$ cat config.mk
export PLATFORM = sky130hd
export DESIGN_NAME = control_unit_fsm_flat
export DESIGN_NICKNAME = d
export VERILOG_FILES = /design/src/rtl/control_unit_fsm_pkg.sv /design/src/rtl/control_unit_fsm_if.sv /design/src/rtl/control_unit_fsm_decode.sv /design/src/rtl/control_unit_fsm.sv /design/src/flat_wrapper.sv
export SDC_FILE = /design/constraint.sdc
export NUM_CORES = 1
export LEC_CHECK = 0
export ABC_AREA = 1
export CORE_UTILIZATION = 29
export DETAILED_ROUTE_END_ITERATION = 6
export GPL_ROUTABILITY_DRIVEN = 0
export SYNTH_ARGS = -nofsm -noshare
export SYNTH_HDL_FRONTEND = slang
export SYNTH_HIERARCHICAL = 1
export SYNTH_SLANG_ARGS = --single-unit
$ cat constraint.sdc
create_clock -name clock -period 4 [get_ports clock]
set_input_delay 1 -clock clock [delete_from_list [all_inputs] [get_ports clock]]
set_output_delay 1 -clock clock [all_outputs]
set_load 0.01 [all_outputs]
$ cat src/rtl/control_unit_fsm_pkg.sv
// Shared opcodes, ALU op codes, FSM states and instruction classes for control_unit_fsm.
package cu_pkg;

    localparam logic [4:0] OP_LD   = 5'h00;
    localparam logic [4:0] OP_ST   = 5'h02;
    localparam logic [4:0] OP_ADD  = 5'h03;
    localparam logic [4:0] OP_ROL  = 5'h0B;
    localparam logic [4:0] OP_ADDI = 5'h0C;
    localparam logic [4:0] OP_ANDI = 5'h0D;
    localparam logic [4:0] OP_ORI  = 5'h0E;
    localparam logic [4:0] OP_MUL  = 5'h0F;
    localparam logic [4:0] OP_DIV  = 5'h10;
    localparam logic [4:0] OP_MFHI = 5'h17;
    localparam logic [4:0] OP_MFLO = 5'h18;
    localparam logic [4:0] OP_NOP  = 5'h19;
    localparam logic [4:0] OP_HALT = 5'h1A;

    localparam logic [4:0] ALU_ADD = 5'h03;
    localparam logic [4:0] ALU_AND = 5'h05;
    localparam logic [4:0] ALU_OR  = 5'h06;

    // T3 is DECODE; T4..T7 are the execute steps that follow it
    typedef enum logic [3:0] {
        S_RST, S_STEP_WAIT, S_T0, S_T1, S_T2, S_T3, S_T4, S_T5, S_T6, S_T7, S_HALT
    } cu_state_t;

    typedef enum logic [3:0] {
        CL_ALU_R, CL_ALU_I, CL_LD, CL_ST, CL_MULDIV,
        CL_MFHI, CL_MFLO, CL_NOP, CL_HALT, CL_ILL
    } cu_class_t;

endpackage

$ cat src/rtl/control_unit_fsm_if.sv
// Control-unit <-> datapath/memory bundle; the step input exists only with CU_SINGLE_STEP_EN.
interface control_unit_fsm_if;

    logic [31:0] ir;
    logic        mem_ready;
    logic        stop;
`ifdef CU_SINGLE_STEP_EN
    logic        step;
`endif
    logic PCout, ZLowout, ZHighout, MDRout, HIout, LOout, Cout, InPortout;
    logic MAR_enable, MDR_enable, IR_enable, Y_enable, PC_enable;
    logic Z_low_enable, Z_high_enable, HI_enable, LO_enable;
    logic IncPC, Read, Write;
    logic GRA, GRB, GRC, Rin, Rout, BAout;
    logic [4:0] operation;
    logic run, fault, illegal, instr_done;

    modport master (
        input  ir, mem_ready, stop,
`ifdef CU_SINGLE_STEP_EN
        input  step,
`endif
        output PCout, ZLowout, ZHighout, MDRout, HIout, LOout, Cout, InPortout,
        output MAR_enable, MDR_enable, IR_enable, Y_enable, PC_enable,
        output Z_low_enable, Z_high_enable, HI_enable, LO_enable,
        output IncPC, Read, Write, GRA, GRB, GRC, Rin, Rout, BAout,
        output operation, run, fault, illegal, instr_done
    );

    modport slave (
        output ir, mem_ready, stop,
`ifdef CU_SINGLE_STEP_EN
        output step,
`endif
        input  PCout, ZLowout, ZHighout, MDRout, HIout, LOout, Cout, InPortout,
        input  MAR_enable, MDR_enable, IR_enable, Y_enable, PC_enable,
        input  Z_low_enable, Z_high_enable, HI_enable, LO_enable,
        input  IncPC, Read, Write, GRA, GRB, GRC, Rin, Rout, BAout,
        input  operation, run, fault, illegal, instr_done
    );

endinterface

$ cat src/rtl/control_unit_fsm_decode.sv
// Combinational opcode classifier: instruction class plus the ALU op used in its Z-load step.
module cu_opcode_decode
    import cu_pkg::*;
(
    input  logic [4:0] i_opcode,
    output cu_class_t  o_class,
    output logic [4:0] o_aluOp
);

    always_comb begin
        o_class = CL_ILL;
        o_aluOp = '0;
        if (i_opcode >= OP_ADD && i_opcode <= OP_ROL) begin
            o_class = CL_ALU_R;
            o_aluOp = i_opcode;
        end else begin
            case (i_opcode)
                OP_LD:   begin o_class = CL_LD;     o_aluOp = ALU_ADD;  end
                OP_ST:   begin o_class = CL_ST;     o_aluOp = ALU_ADD;  end
                OP_ADDI: begin o_class = CL_ALU_I;  o_aluOp = ALU_ADD;  end
                OP_ANDI: begin o_class = CL_ALU_I;  o_aluOp = ALU_AND;  end
                OP_ORI:  begin o_class = CL_ALU_I;  o_aluOp = ALU_OR;   end
                OP_MUL,
                OP_DIV:  begin o_class = CL_MULDIV; o_aluOp = i_opcode; end
                OP_MFHI: o_class = CL_MFHI;
                OP_MFLO: o_class = CL_MFLO;
                OP_NOP:  o_class = CL_NOP;
                OP_HALT: o_class = CL_HALT;
                default: o_class = CL_ILL;
            endcase
        end
    end

endmodule

$ cat src/rtl/control_unit_fsm.sv
// Moore control FSM for the single-bus datapath: fetch, decode, execute, memory wait states, halt.
// Optional single-step gate at instruction boundaries is enabled by defining CU_SINGLE_STEP_EN.
module control_unit_fsm
    import cu_pkg::*;
#(
    parameter int MEM_TIMEOUT = 255
) (
    input logic               clock,
    input logic               clear,
    control_unit_fsm_if.master bus
);

    cu_state_t  r_state;
    logic [15:0] r_waitCnt;
    logic        r_fault;

    cu_class_t  w_class;
    logic [4:0] w_aluOp;
    cu_state_t  w_startState;
    cu_state_t  w_boundaryState;
    logic       w_inWait;

    cu_opcode_decode u_decode (
        .i_opcode (bus.ir[31:27]),
        .o_class  (w_class),
        .o_aluOp  (w_aluOp)
    );

`ifdef CU_SINGLE_STEP_EN
    assign w_startState = S_STEP_WAIT;
`else
    assign w_startState = S_T0;
`endif

    assign w_boundaryState = bus.stop ? S_HALT : w_startState;
    assign w_inWait = (r_state == S_T1)
                    || (r_state == S_T6 && w_class == CL_LD)
                    || (r_state == S_T7 && w_class == CL_ST);
    assign bus.fault = r_fault;

    // Wait counter is cleared on every cycle that does not stay in a wait state, so it restarts per access
    always_ff @(posedge clock or posedge clear) begin
        if (clear) begin
            r_state   <= S_RST;
            r_waitCnt <= '0;
            r_fault   <= 1'b0;
        end else begin
            r_waitCnt <= '0;
            if (w_inWait && !bus.mem_ready) begin
                if (MEM_TIMEOUT != 0 && int'(r_waitCnt) == MEM_TIMEOUT - 1) begin
                    r_fault <= 1'b1;
                    r_state <= S_HALT;
                end else begin
                    r_waitCnt <= r_waitCnt + 16'd1;
                end
            end else begin
                case (r_state)
                    S_RST: r_state <= w_startState;
`ifdef CU_SINGLE_STEP_EN
                    S_STEP_WAIT: begin
                        if (bus.stop)      r_state <= S_HALT;
                        else if (bus.step) r_state <= S_T0;
                    end
`endif
                    S_T0: r_state <= S_T1;
                    S_T1: r_state <= S_T2;
                    S_T2: r_state <= S_T3;
                    S_T3: begin
                        case (w_class)
                            CL_ALU_R, CL_ALU_I, CL_LD, CL_ST, CL_MULDIV: r_state <= S_T4;
                            CL_HALT: r_state <= S_HALT;
                            default: r_state <= w_boundaryState;
                        endcase
                    end
                    S_T4: r_state <= S_T5;
                    S_T5: begin
                        if (w_class == CL_ALU_R || w_class == CL_ALU_I) r_state <= w_boundaryState;
                        else                                            r_state <= S_T6;
                    end
                    S_T6: begin
                        if (w_class == CL_MULDIV) r_state <= w_boundaryState;
                        else                      r_state <= S_T7;
                    end
                    S_T7: r_state <= w_boundaryState;
                    default: r_state <= S_HALT;
                endcase
            end
        end
    end

    // Store's final Write step is a wait state, so its done pulse is qualified by mem_ready
    always_comb begin
        bus.PCout = 1'b0;  bus.ZLowout = 1'b0; bus.ZHighout = 1'b0; bus.MDRout = 1'b0;
        bus.HIout = 1'b0;  bus.LOout = 1'b0;   bus.Cout = 1'b0;     bus.InPortout = 1'b0;
        bus.MAR_enable = 1'b0; bus.MDR_enable = 1'b0; bus.IR_enable = 1'b0;
        bus.Y_enable = 1'b0;   bus.PC_enable = 1'b0;
        bus.Z_low_enable = 1'b0; bus.Z_high_enable = 1'b0;
        bus.HI_enable = 1'b0;    bus.LO_enable = 1'b0;
        bus.IncPC = 1'b0; bus.Read = 1'b0; bus.Write = 1'b0;
        bus.GRA = 1'b0; bus.GRB = 1'b0; bus.GRC = 1'b0;
        bus.Rin = 1'b0; bus.Rout = 1'b0; bus.BAout = 1'b0;
        bus.operation = '0;
        bus.illegal = 1'b0;
        bus.instr_done = 1'b0;
        bus.run = (r_state != S_RST) && (r_state != S_HALT);
        case (r_state)
            S_T0: begin bus.PCout = 1'b1; bus.MAR_enable = 1'b1; bus.IncPC = 1'b1; end
            S_T1: begin bus.Read = 1'b1; bus.MDR_enable = 1'b1; end
            S_T2: begin bus.MDRout = 1'b1; bus.IR_enable = 1'b1; end
            S_T3: begin
                case (w_class)
                    CL_ALU_R, CL_ALU_I: begin bus.GRB = 1'b1; bus.Rout = 1'b1; bus.Y_enable = 1'b1; end
                    CL_LD, CL_ST:       begin bus.GRB = 1'b1; bus.BAout = 1'b1; bus.Y_enable = 1'b1; end
                    CL_MULDIV:          begin bus.GRA = 1'b1; bus.Rout = 1'b1; bus.Y_enable = 1'b1; end
                    CL_MFHI: begin bus.HIout = 1'b1; bus.GRA = 1'b1; bus.Rin = 1'b1; bus.instr_done = 1'b1; end
                    CL_MFLO: begin bus.LOout = 1'b1; bus.GRA = 1'b1; bus.Rin = 1'b1; bus.instr_done = 1'b1; end
                    CL_ILL:  begin bus.illegal = 1'b1; bus.instr_done = 1'b1; end
                    default: bus.instr_done = 1'b1;
                endcase
            end
            S_T4: begin
                bus.operation = w_aluOp;
                bus.Z_low_enable = 1'b1;
                case (w_class)
                    CL_ALU_R:  begin bus.GRC = 1'b1; bus.Rout = 1'b1; end
                    CL_MULDIV: begin bus.GRB = 1'b1; bus.Rout = 1'b1; bus.Z_high_enable = 1'b1; end
                    default:   bus.Cout = 1'b1;
                endcase
            end
            S_T5: begin
                bus.ZLowout = 1'b1;
                case (w_class)
                    CL_LD, CL_ST: bus.MAR_enable = 1'b1;
                    CL_MULDIV:    bus.LO_enable = 1'b1;
                    default: begin bus.GRA = 1'b1; bus.Rin = 1'b1; bus.instr_done = 1'b1; end
                endcase
            end
            S_T6: begin
                case (w_class)
                    CL_LD: begin bus.Read = 1'b1; bus.MDR_enable = 1'b1; end
                    CL_ST: begin bus.GRA = 1'b1; bus.Rout = 1'b1; bus.MDR_enable = 1'b1; end
                    default: begin bus.ZHighout = 1'b1; bus.HI_enable = 1'b1; bus.instr_done = 1'b1; end
                endcase
            end
            S_T7: begin
                if (w_class == CL_ST) begin
                    bus.Write = 1'b1;
                    bus.instr_done = bus.mem_ready;
                end else begin
                    bus.MDRout = 1'b1; bus.GRA = 1'b1; bus.Rin = 1'b1; bus.instr_done = 1'b1;
                end
            end
            default: ;
        endcase
    end

endmodule

$ cat src/flat_wrapper.sv
// flat-port wrapper written by rule: the top's interface ports become plain ports
module control_unit_fsm_flat import cu_pkg::*;
#(
    parameter int MEM_TIMEOUT = 255
)
  (clock, clear, bus_ir, bus_mem_ready, bus_stop, bus_PCout, bus_ZLowout, bus_ZHighout, bus_MDRout, bus_HIout, bus_LOout, bus_Cout, bus_InPortout, bus_MAR_enable, bus_MDR_enable, bus_IR_enable, bus_Y_enable, bus_PC_enable, bus_Z_low_enable, bus_Z_high_enable, bus_HI_enable, bus_LO_enable, bus_IncPC, bus_Read, bus_Write, bus_GRA, bus_GRB, bus_GRC, bus_Rin, bus_Rout, bus_BAout, bus_operation, bus_run, bus_fault, bus_illegal, bus_instr_done);
  control_unit_fsm_if bus_i ();
  input logic clock;
  input logic clear;
  input wire logic [$bits(bus_i.ir)-1:0] bus_ir;
  input wire logic [$bits(bus_i.mem_ready)-1:0] bus_mem_ready;
  input wire logic [$bits(bus_i.stop)-1:0] bus_stop;
  output wire logic [$bits(bus_i.PCout)-1:0] bus_PCout;
  output wire logic [$bits(bus_i.ZLowout)-1:0] bus_ZLowout;
  output wire logic [$bits(bus_i.ZHighout)-1:0] bus_ZHighout;
  output wire logic [$bits(bus_i.MDRout)-1:0] bus_MDRout;
  output wire logic [$bits(bus_i.HIout)-1:0] bus_HIout;
  output wire logic [$bits(bus_i.LOout)-1:0] bus_LOout;
  output wire logic [$bits(bus_i.Cout)-1:0] bus_Cout;
  output wire logic [$bits(bus_i.InPortout)-1:0] bus_InPortout;
  output wire logic [$bits(bus_i.MAR_enable)-1:0] bus_MAR_enable;
  output wire logic [$bits(bus_i.MDR_enable)-1:0] bus_MDR_enable;
  output wire logic [$bits(bus_i.IR_enable)-1:0] bus_IR_enable;
  output wire logic [$bits(bus_i.Y_enable)-1:0] bus_Y_enable;
  output wire logic [$bits(bus_i.PC_enable)-1:0] bus_PC_enable;
  output wire logic [$bits(bus_i.Z_low_enable)-1:0] bus_Z_low_enable;
  output wire logic [$bits(bus_i.Z_high_enable)-1:0] bus_Z_high_enable;
  output wire logic [$bits(bus_i.HI_enable)-1:0] bus_HI_enable;
  output wire logic [$bits(bus_i.LO_enable)-1:0] bus_LO_enable;
  output wire logic [$bits(bus_i.IncPC)-1:0] bus_IncPC;
  output wire logic [$bits(bus_i.Read)-1:0] bus_Read;
  output wire logic [$bits(bus_i.Write)-1:0] bus_Write;
  output wire logic [$bits(bus_i.GRA)-1:0] bus_GRA;
  output wire logic [$bits(bus_i.GRB)-1:0] bus_GRB;
  output wire logic [$bits(bus_i.GRC)-1:0] bus_GRC;
  output wire logic [$bits(bus_i.Rin)-1:0] bus_Rin;
  output wire logic [$bits(bus_i.Rout)-1:0] bus_Rout;
  output wire logic [$bits(bus_i.BAout)-1:0] bus_BAout;
  output wire logic [$bits(bus_i.operation)-1:0] bus_operation;
  output wire logic [$bits(bus_i.run)-1:0] bus_run;
  output wire logic [$bits(bus_i.fault)-1:0] bus_fault;
  output wire logic [$bits(bus_i.illegal)-1:0] bus_illegal;
  output wire logic [$bits(bus_i.instr_done)-1:0] bus_instr_done;
  assign bus_i.ir = bus_ir;
  assign bus_i.mem_ready = bus_mem_ready;
  assign bus_i.stop = bus_stop;
  assign bus_PCout = bus_i.PCout;
  assign bus_ZLowout = bus_i.ZLowout;
  assign bus_ZHighout = bus_i.ZHighout;
  assign bus_MDRout = bus_i.MDRout;
  assign bus_HIout = bus_i.HIout;
  assign bus_LOout = bus_i.LOout;
  assign bus_Cout = bus_i.Cout;
  assign bus_InPortout = bus_i.InPortout;
  assign bus_MAR_enable = bus_i.MAR_enable;
  assign bus_MDR_enable = bus_i.MDR_enable;
  assign bus_IR_enable = bus_i.IR_enable;
  assign bus_Y_enable = bus_i.Y_enable;
  assign bus_PC_enable = bus_i.PC_enable;
  assign bus_Z_low_enable = bus_i.Z_low_enable;
  assign bus_Z_high_enable = bus_i.Z_high_enable;
  assign bus_HI_enable = bus_i.HI_enable;
  assign bus_LO_enable = bus_i.LO_enable;
  assign bus_IncPC = bus_i.IncPC;
  assign bus_Read = bus_i.Read;
  assign bus_Write = bus_i.Write;
  assign bus_GRA = bus_i.GRA;
  assign bus_GRB = bus_i.GRB;
  assign bus_GRC = bus_i.GRC;
  assign bus_Rin = bus_i.Rin;
  assign bus_Rout = bus_i.Rout;
  assign bus_BAout = bus_i.BAout;
  assign bus_operation = bus_i.operation;
  assign bus_run = bus_i.run;
  assign bus_fault = bus_i.fault;
  assign bus_illegal = bus_i.illegal;
  assign bus_instr_done = bus_i.instr_done;
  control_unit_fsm #(.MEM_TIMEOUT(MEM_TIMEOUT)) u_core (.clock(clock), .clear(clear), .bus(bus_i));
endmodule
## After elaboration in Yosys (flattened, before gate mapping)

Index checks and enable logic that the tools add are counted.

- Input bits: 36
- Flip-flop bits (word level): 21
- Logic and storage cells: 118

- Muxes and demuxes: 58
- Add/sub/neg operators: 1
- $lt $le $gt $ge: 2
- Equality and inequality tests: 29
- Reduce and logical (&&, ||, !) cells: 25

Operators by type and width:

| kind | number |
|---|---|
| 4-bit case mux with 9 select lines | 1 |
| 1-bit two-way mux | 35 |
| 16-bit two-way mux | 2 |
| 4-bit case mux with 8 select lines | 1 |
| 4-bit by 3-bit == test with 1-bit output (second input constant) | 7 |
| 5-bit == test (second input constant) | 5 |
| 4-bit two-way mux | 6 |
| 5-bit by 4-bit == test with 1-bit output (second input constant) | 4 |
| 5-bit case mux with 4 select lines | 1 |
| 16-bit by 1-bit adder with 16-bit output (second input constant) | 1 |
| 16-bit by 9-bit == test with 1-bit output (second input constant) | 1 |
| 4-bit by 2-bit == test with 1-bit output (second input constant) | 4 |
| 4-bit == test (second input constant) | 4 |
| 3-bit OR reduction | 5 |
| 5-bit two-way mux | 2 |
| 1-bit case mux with 2 select lines | 5 |
| 4-bit logical NOT | 2 |
| 1-bit case mux with 4 select lines | 2 |
| 4-bit case mux with 2 select lines | 1 |
| 2-bit OR reduction | 4 |
| 1-bit case mux with 3 select lines | 2 |
| 5-bit by 2-bit == test with 1-bit output (second input constant) | 1 |
| 5-bit by 2-bit >= comparator with 1-bit output (second input constant) | 1 |
| 5-bit by 4-bit <= comparator with 1-bit output (second input constant) | 1 |
| other kinds (11) | 17 |

## Depth between registers and ports, before layout

- Depth after elaboration: 10
- Gate-level depth with buffers: 16
- Gate-level depth less buffers: 16

## Hierarchy

The synthesis kept the hierarchy.

By module, submodules not included:

| module | sequential area each (µm²) | area each (µm²) | cells each | instances |
|---|---|---|---|---|
| control_unit_fsm | 525.5 | 1676.6 | 252 | 1 |
| cu_opcode_decode | 0.0 | 262.8 | 52 | 1 |

## Least setup slack after synthesis

No wires, ideal clock.

- Kind: input to output
- From: input port bus_ir[31]
- To: output port bus_Rin
- Stages on the path: 15
- Arrival time: 2372 ps
- Buffers on the path: 1
- Data required time: 3000 ps
- Path slack: 628 ps
- Path through: buf_4 -> inv_1 -> nand2_1 -> nor2_1 -> nor2_1 -> nand2_2 -> a21oi_2 -> inv_1 -> nand2_1 -> nor2_1 -> inv_1 -> nand3_1 -> nand2_1 -> inv_1 -> o21ai_0

- Word-level cells in the longest chain between the ends: 8
- Elaborated cells between the ends (all ways): 29
- Classes of those cells: order compare (2); eq/ne (15); mux (6); reduce/logical (6)

RTL lines:

| element | RTL line | source |
|---|---|---|
| from (decl) | flat_wrapper.sv:10 | `input wire logic [$bits(bus_i.ir)-1:0] bus_ir;` |
| 5-bit by 4-bit == test with 1-bit output or 5-bit == test (tied branches) | control_unit_fsm_decode.sv:17 | `case (i_opcode)` |
| 3-bit OR reduction (no source line) or 2-bit OR reduction (tied branches) | - |  |
| 4-bit case mux with 8 select lines | control_unit_fsm_decode.sv:17 |  |
| 4-bit two-way mux (*) | control_unit_fsm_decode.sv:13 | `if (i_opcode >= OP_ADD && i_opcode <= OP_ROL) begin` |
| via u_core.w_class[3] | control_unit_fsm.sv:17 | `cu_class_t w_class;` |
| 4-bit by 2-bit == test with 1-bit output, or another cell as far along | control_unit_fsm.sv:132, control_unit_fsm.sv:146 |  |
| 3-bit OR reduction (no source line) or 2-bit OR reduction (tied branches) | - |  |
| 1-bit two-way mux (on tied branches) | control_unit_fsm.sv:132, control_unit_fsm.sv:111 |  |
| 1-bit case mux with 3 select lines (*) | control_unit_fsm.sv:106 | `case (r_state)` |
| to (decl) | flat_wrapper.sv:36 | `output wire logic [$bits(bus_i.Rin)-1:0] bus_Rin;` |

The timed path passes the listed nets; every way through them passes the cells marked *.

## Final worst setup path

- From: input port bus_ir[28]
- To: output port bus_MDRout

- Word-level cells in the longest chain between the ends: 7
- Elaborated cells between the ends (all ways): 21
- Classes of those cells: order compare (2); eq/ne (11); mux (4); reduce/logical (4)

RTL lines:

| element | RTL line | source |
|---|---|---|
| 5-bit by 4-bit == test with 1-bit output or 5-bit == test (tied branches) | control_unit_fsm_decode.sv:17 |  |
| 3-bit OR reduction (no source line) or 2-bit OR reduction (tied branches) | - |  |
| 4-bit case mux with 8 select lines | control_unit_fsm_decode.sv:17 |  |
| 4-bit two-way mux (*) | control_unit_fsm_decode.sv:13 |  |
| via u_core.w_class[0] | control_unit_fsm.sv:17 |  |
| 4-bit by 2-bit == test with 1-bit output (*) | control_unit_fsm.sv:146 | `if (w_class == CL_ST) begin` |
| 1-bit two-way mux (*) | control_unit_fsm.sv:146 |  |
| 1-bit case mux with 2 select lines (*) | control_unit_fsm.sv:106 |  |
| to (decl) | flat_wrapper.sv:16 | `output wire logic [$bits(bus_i.MDRout)-1:0] bus_MDRout;` |

Marks and branches as above.

==> metrics <==
mapped cell area 1940 sq um; ANT cells 0; Final Max Tran Viols 0; Layout Nets 426; worst hold margin 0.495 ns; nature of the critical path startpoint input pin; GRT Resource Usage Total 15.0%; worst skew pair latency 0.26 ns; crit-path max FO 4; Final Hold Vio Count 0; first-pass GRT wire length 8800 um; Max rail drop VDD 0.304 mV; ys async rst share 100%; IO Pins 71; count of cell types in the netlist 34; r2r startpoint u_core/r_state[0]$_DFFE_PP0P_; CTS tree yes; cts hold-fix bufs 0; critical path launch point bus_ir[28]; initial core utilization 30.4%; DP HPWL 4070 um; Num CTS Buffers 3; CTS max path bufs 2; CTS root buf clkbuf_8; die area 7020 sq um; Final Power 473 uW; Post-Syn Instances 304; synth top area cells dfrtp_1, nor2_1, nand2_1; share of the synthesized area in the top cell type 27.1%; Die Ht 83.8 um; Routed WL 5130 um; Hold Crit Class register to register; Non-Filler Instances 464; Vias/cell 4.56; DRT antenna net count 0; layout cells sized above 1 27.4%; outcome completed; endpoints failing setup 0; crit-path cells dlygate4sd2_1 > nand2_2 > inv_2 > nand2_1 > nand2_2 > nor2_4 > nand2_2 > a21oi_4 > nand2_2 > nor2_2 > inv_1 > nand2_1 > o21ai_0 > dlygate4sd2_1; Setup Skew 0.00162 ns; Max stage delay cell, worst path dlygate4sd2_1; Synth top cells by count nor2_1, nand2_1, inv_1, dfrtp_1, nand3_1; Yosys reg bits 21; Tmin final 3.85 ns; peak per-stage delay on the critical path 0.30 ns; worst slew pin tran 0.773 ns; clk slew on worst S/H paths 0.07 ns; CP arrival 2.85 ns; PortBufs 41; TritonCTS Sinks 21; LEAKAGE 0.00146 uW; CORE AREA 6390 sq um; number of global-route vias before repair 2,012; CP required 3.00 ns; kind of critical path input pin to primary output; PD cells 169 nW/um^2; ys flop type dfrtp_1; Highest Clock Rate 260 MHz; YS warnings 6; grt ovf 0; fin crit share 96.3%; Post-Route Utilization 43.9%; DR vias 2,115; HP Start u_core/r_waitCnt[0]$_DFF_PP0_; Max Cap Viol 0; Seq/Total Area, Yosys 27.1%; Syn Area/Cell 6.38 sq um; First-pass DRT Iterations 4; Max transition margin 48.4%; largest net degree at the start of global routing 22; reg-to-reg slack, setup 2.33 ns; initial antenna violation count 0; Die Width 83.8 um; top-count cell post-synth nor2_1; Layout area overhead 44.6%; area leader, netlist dfrtp_1; placed insts 458; Post-synth EDFFs 0; drc violations 0; WL per Instance 11.1 um; initial DRC count 47; Site Rows 29; CP most frequent cell nand2_2; htree depth 1; crit path capture type primary output
cells in the final DEF (no fill, tap or decap), drive strengths merged, types with 3 or more instances in the layout:
master	instances
dlygate4sd2	14
nand3	24
a21oi	7
clkdlybuf4s15	6
inv	55
xor2	6
nor3	8
dfrtp	21
clkdlybuf4s50	15
o21ai	15
nor2	76
o21bai	3
buf	43
nand4	3
clkbuf	8
nand2	70
registers in the layout (all words and copies together) (netlist names):
register          cells
u_core/bus.fault      1
u_core/r_state        4
u_core/r_waitCnt     16
power breakdown:
group	internal (uW)	switching [uW]	total, uW
Sequential	213	0.301	213
Clock	70.9	67.0	138
Combinational	58.1	64.1	122
Total	342	131	473
worst paths after layout:
kind	cells past startpoint	to
worst min register to register	1	u_core/r_waitCnt[0]$_DFF_PP0_
worst max-delay path	14	bus_MDRout
max in group asynchronous	2	u_core/r_state[2]$_DFFE_PP0P_
min in group asynchronous	2	u_core/bus.fault$_DFFE_PP0P_
worst max register to register	10	u_core/r_waitCnt[15]$_DFF_PP0_
worst min-delay path	1	u_core/r_waitCnt[0]$_DFF_PP0_
critical path: cells and delay by family:
| kind | cells | cell delay [ns] |
|---|---|---|
| AOI/OAI and AO/OA | 2 | 0.33 |
| buffers and inverters | 4 | 0.69 |
| and+or+nand+nor | 8 | 0.81 |
per-layer routing:
metal | global-route usage (%) | vias to the layer above | share of wire, %
li1 | - | 1109 | -
met2 | 25.3 | 49 | 47
met4 | 1.39 | 0 | 0.33
met5 | 0 | - | 0
met1 | 21.3 | 955 | 48
met3 | 1.78 | 2 | 4.4
kinds of logic (layout without fill, tap and decap cells):
| kind of cell | Yosys count | in the layout | share of synthesized area, % |
|---|---|---|---|
| AND/OR/NAND/NOR | 181 | 181 | 44.9 |
| XOR/XNOR | 7 | 7 | 3.16 |
| buffers and inverters | 61 | 143 | 13.2 |
| AO/OA/AOI/OAI | 31 | 31 | 10.2 |
| adder cells (fa/ha/maj) | 2 | 2 | 1.29 |
| other | 1 | 2 | 0.193 |
| flip-flops | 21 | 21 | 27.1 |
repair_timing:
action | 4_1_cts | 5_1_grt
pin swaps | 1 | 3
resized for setup | 37 | 25
endpoints found under the setup margin | 24 | 13
buffers inserted | 1 | 1
cell type report:
| cell class | instances | area (sq um) |
|---|---|---|
| Tap cell | 77 | 96.3 |
| Timing Repair Buffer | 84 | 704 |
| Fill cell | 677 | 3580 |
| Sequential cell | 21 | 526 |
| Clock buffer | 4 | 45.0 |
| Multi-Input combinational cell | 223 | 1230 |
| Inverter | 55 | 206 |
stage by stage:
stage	setup TNS, ns	setup WS, ns	instance area (sq um)
CTS	0	0.0158	2770
detailed placement	-8.99	-0.593	2710
global route	-0.0134	-0.0125	2800
finish	0	0.148	2800
floorplan	0	0.628	1940
global placement	-8.51	-0.586	2710
No activity file was read; power rests on OpenSTA's default activity.
